**src/rtl/uart_pkg.sv**
```systemverilog
// Shared constants and state encoding for the UART frame controller.
package uart_pkg;

  localparam logic [7:0] SYNC_BYTE_DEF = 8'hA5;

  localparam logic [1:0] ERR_NONE    = 2'd0;
  localparam logic [1:0] ERR_LEN     = 2'd1;
  localparam logic [1:0] ERR_CSUM    = 2'd2;
  localparam logic [1:0] ERR_TIMEOUT = 2'd3;

  typedef enum logic [2:0] {
    IDLE,
    HUNT,
    LEN,
    PAYLOAD,
    CSUM,
    DRAIN
  } state_t;

endpackage

```
**src/rtl/uart_rx_frame_ctrl_frame_buffer.sv**
```systemverilog
// Payload store: register array with a synchronous write port and a
// registered read port, so read data appears one cycle after the address.
module frame_buffer #(
  parameter int DEPTH = 16,
  parameter int AW    = (DEPTH > 1) ? $clog2(DEPTH) : 1
) (
  input  logic          clk,
  input  logic          rst,
  input  logic          we,
  input  logic [AW-1:0] waddr,
  input  logic [7:0]    wdata,
  input  logic [AW-1:0] raddr,
  output logic [7:0]    rdata
);

  logic [7:0] mem [DEPTH];

  // Capture payload bytes; reset wipes any frame that was still buffered.
  always_ff @(posedge clk or posedge rst) begin
    if (rst) begin
      for (int i = 0; i < DEPTH; i++) begin
        mem[i] <= '0;
      end
    end else if (we && (int'(waddr) < DEPTH)) begin
      mem[waddr] <= wdata;
    end
  end

  // Registered read; addresses past the end read as zero.
  always_ff @(posedge clk or posedge rst) begin
    if (rst) begin
      rdata <= '0;
    end else begin
      rdata <= (int'(raddr) < DEPTH) ? mem[raddr] : '0;
    end
  end

endmodule

```
**src/rtl/uart_rx_frame_ctrl.sv**
```systemverilog
// Frame assembler: hunts for SYNC, collects LEN and payload, verifies the
// 8-bit additive checksum and only then streams the payload downstream.
module uart_rx_frame_ctrl
  import uart_pkg::*;
#(
  parameter int         MAX_LEN     = 16,
  parameter int         TIMEOUT_CYC = 50000,
  parameter logic [7:0] SYNC_BYTE   = SYNC_BYTE_DEF
) (
  input  logic       clk,
  input  logic       rst,
  input  logic       enable,
  output logic       rx_en,
  input  logic [7:0] rx_data,
  input  logic       rx_done,
  input  logic       rx_busy,
  output logic [7:0] pl_data,
  output logic       pl_valid,
  input  logic       pl_ready,
  output logic       pl_last,
  output logic       frame_ok,
  output logic       frame_err,
  output logic [1:0] err_code,
  output logic       busy
);

  localparam int PW = $clog2(MAX_LEN + 1);
  localparam int AW = (MAX_LEN > 1) ? $clog2(MAX_LEN) : 1;
  localparam int CW = (TIMEOUT_CYC > 1) ? $clog2(TIMEOUT_CYC) : 1;
  localparam logic [7:0]    MAX_LEN_B = 8'(MAX_LEN);
  localparam logic [CW-1:0] TMO_LAST  = CW'(TIMEOUT_CYC - 1);

  state_t          state, state_nxt;
  logic [PW-1:0]   len_reg, len_nxt;
  logic [PW-1:0]   wr_ptr, wr_nxt;
  logic [PW-1:0]   rd_ptr, rd_nxt;
  logic [7:0]      csum, csum_nxt;
  logic [CW-1:0]   tmo_cnt, tmo_nxt;
  logic            valid_nxt, ok_nxt, err_nxt;
  logic [1:0]      code_nxt;
  logic            buf_we;
  logic [AW-1:0]   buf_raddr;
  logic            timed;
  logic            unused_rx_busy;

  assign unused_rx_busy = rx_busy;

  assign timed   = (state == LEN) || (state == PAYLOAD) || (state == CSUM);
  assign rx_en   = (state == HUNT) || timed;
  assign busy    = (state != IDLE) && (state != HUNT);
  assign pl_last = pl_valid && (rd_ptr == len_reg - PW'(1));

  frame_buffer #(
    .DEPTH (MAX_LEN),
    .AW    (AW)
  ) u_buf (
    .clk   (clk),
    .rst   (rst),
    .we    (buf_we),
    .waddr (wr_ptr[AW-1:0]),
    .wdata (rx_data),
    .raddr (buf_raddr),
    .rdata (pl_data)
  );

  // Next-state, datapath updates and pulse generation for the frame FSM.
  always_comb begin
    state_nxt = state;
    len_nxt   = len_reg;
    wr_nxt    = wr_ptr;
    rd_nxt    = rd_ptr;
    csum_nxt  = csum;
    tmo_nxt   = '0;
    valid_nxt = 1'b0;
    ok_nxt    = 1'b0;
    err_nxt   = 1'b0;
    code_nxt  = err_code;
    buf_we    = 1'b0;
    buf_raddr = rd_ptr[AW-1:0];

    if (!enable) begin
      state_nxt = IDLE;
      len_nxt   = '0;
      wr_nxt    = '0;
      rd_nxt    = '0;
      csum_nxt  = '0;
    end else begin
      case (state)
        IDLE: state_nxt = HUNT;
        HUNT: begin
          if (rx_done && (rx_data == SYNC_BYTE)) begin
            state_nxt = LEN;
          end
        end
        LEN: begin
          if (rx_done) begin
            if ((rx_data == 8'd0) || (rx_data > MAX_LEN_B)) begin
              err_nxt   = 1'b1;
              code_nxt  = ERR_LEN;
              state_nxt = HUNT;
            end else begin
              len_nxt   = rx_data[PW-1:0];
              csum_nxt  = rx_data;
              wr_nxt    = '0;
              state_nxt = PAYLOAD;
            end
          end
        end
        PAYLOAD: begin
          if (rx_done) begin
            buf_we   = 1'b1;
            csum_nxt = csum + rx_data;
            wr_nxt   = wr_ptr + PW'(1);
            if (wr_ptr == len_reg - PW'(1)) begin
              state_nxt = CSUM;
            end
          end
        end
        CSUM: begin
          if (rx_done) begin
            if (rx_data == csum) begin
              ok_nxt    = 1'b1;
              rd_nxt    = '0;
              state_nxt = DRAIN;
            end else begin
              err_nxt   = 1'b1;
              code_nxt  = ERR_CSUM;
              state_nxt = HUNT;
            end
          end
        end
        DRAIN: begin
          valid_nxt = 1'b1;
          if (pl_valid && pl_ready) begin
            rd_nxt    = rd_ptr + PW'(1);
            buf_raddr = AW'(rd_ptr + PW'(1));
            if (pl_last) begin
              valid_nxt = 1'b0;
              rd_nxt    = '0;
              state_nxt = HUNT;
            end
          end
        end
        default: state_nxt = IDLE;
      endcase

      if (timed && !rx_done) begin
        if (tmo_cnt == TMO_LAST) begin
          err_nxt   = 1'b1;
          code_nxt  = ERR_TIMEOUT;
          state_nxt = HUNT;
        end else begin
          tmo_nxt = tmo_cnt + CW'(1);
        end
      end
    end
  end

  // State, counters, checksum and registered outputs.
  always_ff @(posedge clk or posedge rst) begin
    if (rst) begin
      state     <= IDLE;
      len_reg   <= '0;
      wr_ptr    <= '0;
      rd_ptr    <= '0;
      csum      <= '0;
      tmo_cnt   <= '0;
      pl_valid  <= 1'b0;
      frame_ok  <= 1'b0;
      frame_err <= 1'b0;
      err_code  <= ERR_NONE;
    end else begin
      state     <= state_nxt;
      len_reg   <= len_nxt;
      wr_ptr    <= wr_nxt;
      rd_ptr    <= rd_nxt;
      csum      <= csum_nxt;
      tmo_cnt   <= tmo_nxt;
      pl_valid  <= valid_nxt;
      frame_ok  <= ok_nxt;
      frame_err <= err_nxt;
      err_code  <= code_nxt;
    end
  end

endmodule

```
**config.mk**
```make
export PLATFORM = sky130hd
export DESIGN_NAME = uart_rx_frame_ctrl
export DESIGN_NICKNAME = d
export VERILOG_FILES = /design/src/rtl/uart_pkg.sv /design/src/rtl/uart_rx_frame_ctrl_frame_buffer.sv /design/src/rtl/uart_rx_frame_ctrl.sv
export SDC_FILE = /design/constraint.sdc
export NUM_CORES = 1
export LEC_CHECK = 0
export BUFFER_PORTS_ARGS = -buffer_cell sky130_fd_sc_hd__buf_2
export CELL_PAD_IN_SITES_DETAIL_PLACEMENT = 0
export CELL_PAD_IN_SITES_GLOBAL_PLACEMENT = 1
export CORE_MARGIN = 2
export CORE_UTILIZATION = 30
export CTS_CLUSTER_DIAMETER = 40
export DETAILED_ROUTE_END_ITERATION = 10
export PLACE_DENSITY_LB_ADDON = 0.1
export SLEW_MARGIN = 20
export SYNTH_ARGS = -nofsm -noshare
export SYNTH_HDL_FRONTEND = slang
export SYNTH_SLANG_ARGS = --single-unit
```
**constraint.sdc**
```tcl
create_clock -name clk -period 16.3 [get_ports clk]
set_input_delay 2.445 -clock clk [delete_from_list [all_inputs] [get_ports clk]]
set_output_delay 2.445 -clock clk [all_outputs]
set_load 0.05 [all_outputs]
```
==> metrics.yaml <==
fin_crit_ns: 4.895
num_vias: 7084
cts-buffers-inserted: 17
crit_fanout: 46
cellPowerDensity_nw_per_um2: 83.99
cts_sinks: 183
clk_latency_ns: 0.45
drive_gt1_share_pct: 27.30
async_flop_share_pct: 100.0
first_pass_iters: 5
power.total_uw: 954.1
fin_area_um2: 11360
reg_top3: "u_buf.mem x128, tmo_cnt x16"
p_leak_nw: 4.960
cts_tree: "yes"
yosysTopAreaCell: "dfrtp_1"
synth.area.top_cells: "dfrtp_1 45%, mux2_2 14%, mux2i_1 7.0%"
first_iter_violations: 416
gr-usage-met3_pct: 2.961
synthFlopType: "dfrtp_1"
die_area_um2: 35420
start_util_pct: 30.43
required_ns: 13.86
ant_nets: 0
final_util_pct: 33.96
synth_edf_count: 0
p_switching_uw: 219.7
crit_slowest_cell: "buf_4"
finalSetupViolCount: 0
vias_per_cell: 5.291
clkTransAtPathRegs_ns: 0.07
worst_pin_slew_ns: 0.8413
area_delta_synth_final_pct: 11.59
finClkSkew_ns: 0.008891
p_comb_share_pct: 3.4
cp_num_buf_inv: 2
crit_chain: "buf_4 > xor2_1 > nand3_1 > and4b_1 > buf_2"
hold_path_class: "reg -> reg"
clockBufferDepth: 2
drv_cap: 0
grt-ovfl-total: 0
drc: 0
globalRouteMet1Util_pct: 23.28
crit_path_start_kind: "flip-flop"
max_slew_margin_pct: 43.91
dieHeight_um: 188.2
grt_pass1_wl_um: 45890
die_w_um: 188.2
grt_pass1_vias: 7517
finalNetCount: 906
antenna_found_initial: 1
rsz0062_at_grt: "false"
vdd.ir_drop.worst_mv: 0.06703
grt-busiest-layer: "met2"
finalWorstSetupSlack_ns: 11.40
h-tree-depth: 4
regMostFlops: "u_buf.mem"
finalWirelength_um: 29540
use_met2_pct: 27.79
dp_hpwl_um: 19000
cts_root_buf: "clkbuf_16"
critPathTopFamily: "buffers and inverters"
intPower_uw: 734.4
synth.avg_cell_area_um2: 11.59
fillCellCount: 3311
synthCells: 878
yosysSeqAreaShare_pct: 44.99
syn-num-nets: 907
post-place-ws_ns: 11.04
core_area_um2: 33450
power_frac_clock_pct: 48.9
io_buffers: 28
p_sw_share_pct: 23.03
cp-end-kind: "output port"
syn_area_um2: 10180
ys_ff_latch: 183
ys_types: 79
post_cts_buffers: 0
grt_max_degree: 138
final_hold_viol_count: 0
gp_congestion: 0.7495
wire_per_inst_um: 22.06
timing.setup.tns_ns: 0
grt_usage_pct: 17.28
rows: 67
synth_top_area_share_pct: 44.99
cts_resized: 0
post_dp_cell_area_um2: 10680
timing.final.crit_share_pct: 30.03
max_freq_ghz: 0.2043
ios: 30
cp_slowest_stage_delay_ns: 0.61
largest_reg_flops: 128
drv_slew: 0
critPathKind: "reg -> out"
hold_buffers: 0
outcome: "finished, final reports clean"
yosys_warnings: 0
arrival_ns: 2.45
p_seq_share_pct: 47.7
==> kinds of logic (layout without fill, tap and decap cells) <==
logic type / count (synthesis) / after routing / share of synthesized area (%)
compound gates: 141 / 141 / 10.02
xor+xnor: 38 / 38 / 3.540
fa+ha+maj: 15 / 15 / 1.917
buf+inv: 75 / 87 / 3.355
flops: 183 / 183 / 44.99
mux: 221 / 221 / 25.12
other cells: 0 / 1 / 0
simple gates: 205 / 205 / 11.06
==> stage by stage <==
| step | hold WS (ns) | std cells |
|---|---|---|
| 3_5_place_dp | 0.4562 | 1305 |
| 3_3_place_gp | 0.4389 | 1305 |
| 4_1_cts | 0.4656 | 1337 |
| 6_report | 0.4585 | 1339 |
| 5_1_grt | 0.4870 | 1338 |
| 2_1_floorplan | 0.4251 | 878 |
==> cell type report <==
| cell class | instances | area, µm² | share of cell area [%] |
|---|---|---|---|
| Multi-Input combinational cell | 620 | 5261 | 46.32 |
| Sequential cell | 183 | 4581 | 40.32 |
| Tap cell | 448 | 560.5 | 4.934 |
| Clock buffer | 18 | 429.2 | 3.778 |
| Timing Repair Buffer | 37 | 227.7 | 2.005 |
| Clock inverter | 14 | 222.7 | 1.961 |
| Inverter | 18 | 75.07 | 0.6609 |
| Antenna cell | 1 | 2.502 | 0.02203 |
==> layer usage <==
metal | vias to the layer above | part of all wire (%)
li1 | 3230 | -
met3 | 32 | 2.5
met2 | 102 | 48
met5 | - | 0
met4 | 0 | 2.3
met1 | 3720 | 48
==> path summary, 6_finish.rpt <==
path | start | end | slack, ns | depth (start not counted)
min in group asynchronous | rst | u_buf.mem[19]$_DFFE_PP0P_ | 2.00 | 2
max in group asynchronous | rst | rd_ptr[1]$_DFFE_PP0P_ | 12.80 | 4
worst min register to register | tmo_cnt[0]$_DFF_PP0_ | tmo_cnt[0]$_DFF_PP0_ | 0.46 | 1
worst max register to register | rd_ptr[1]$_DFFE_PP0P_ | u_buf.rdata[7]$_DFF_PP0_ | 12.41 | 9
worst max-delay path | rd_ptr[1]$_DFFE_PP0P_ | pl_last | 11.40 | 5
worst min-delay path | tmo_cnt[0]$_DFF_PP0_ | tmo_cnt[0]$_DFF_PP0_ | 0.46 | 1
==> synth_stat cells, drive strengths merged (3+ instances only) <==
cell type / count
nor2b: 4
mux2: 136
mux2i: 71
o22ai: 24
o211ai: 8
o21ai: 18
dfrtp: 183
o311ai: 6
nand2: 62
a21oi: 18
and3: 9
a211oi: 7
a31oi: 5
or3: 7
nand3: 28
a21boi: 5
buf: 29
o21a: 6
a22o: 3
xor2: 16
o221ai: 11
nor3: 8
inv: 17
clkbuf: 28
nor4: 5
o22a: 7
nand4b: 3
ha: 14
nand2b: 5
xnor2: 20
mux4: 14
nor2: 53
and2: 5
nor3b: 4
==> power by group through the flow <==
stage               Combinational [mW]  Sequential (mW)  Clock (mW)
global route                    0.0364            0.455       0.497
detailed placement              0.0326            0.464           0
CTS                             0.0327            0.455       0.479
floorplan                       0.0194            0.465           0
finish                          0.0324            0.455       0.467
global placement                0.0316            0.464           0
==> placed cells by master, fill, tap and decap left out, types with 9 or more instances in the layout <==
cell,instances
nand2_1,53
nand3_1,26
xor2_1,16
o21ai_0,18
nor2_1,50
ha_1,13
mux4_2,14
a21oi_1,17
and3_1,9
mux2_2,129
xnor2_1,20
clkbuf_16,17
dfrtp_1,182
inv_1,15
nand2_2,9
mux2i_1,71
o22ai_1,24
o221ai_1,11
buf_2,28
Power figures use the tool's default switching activity.
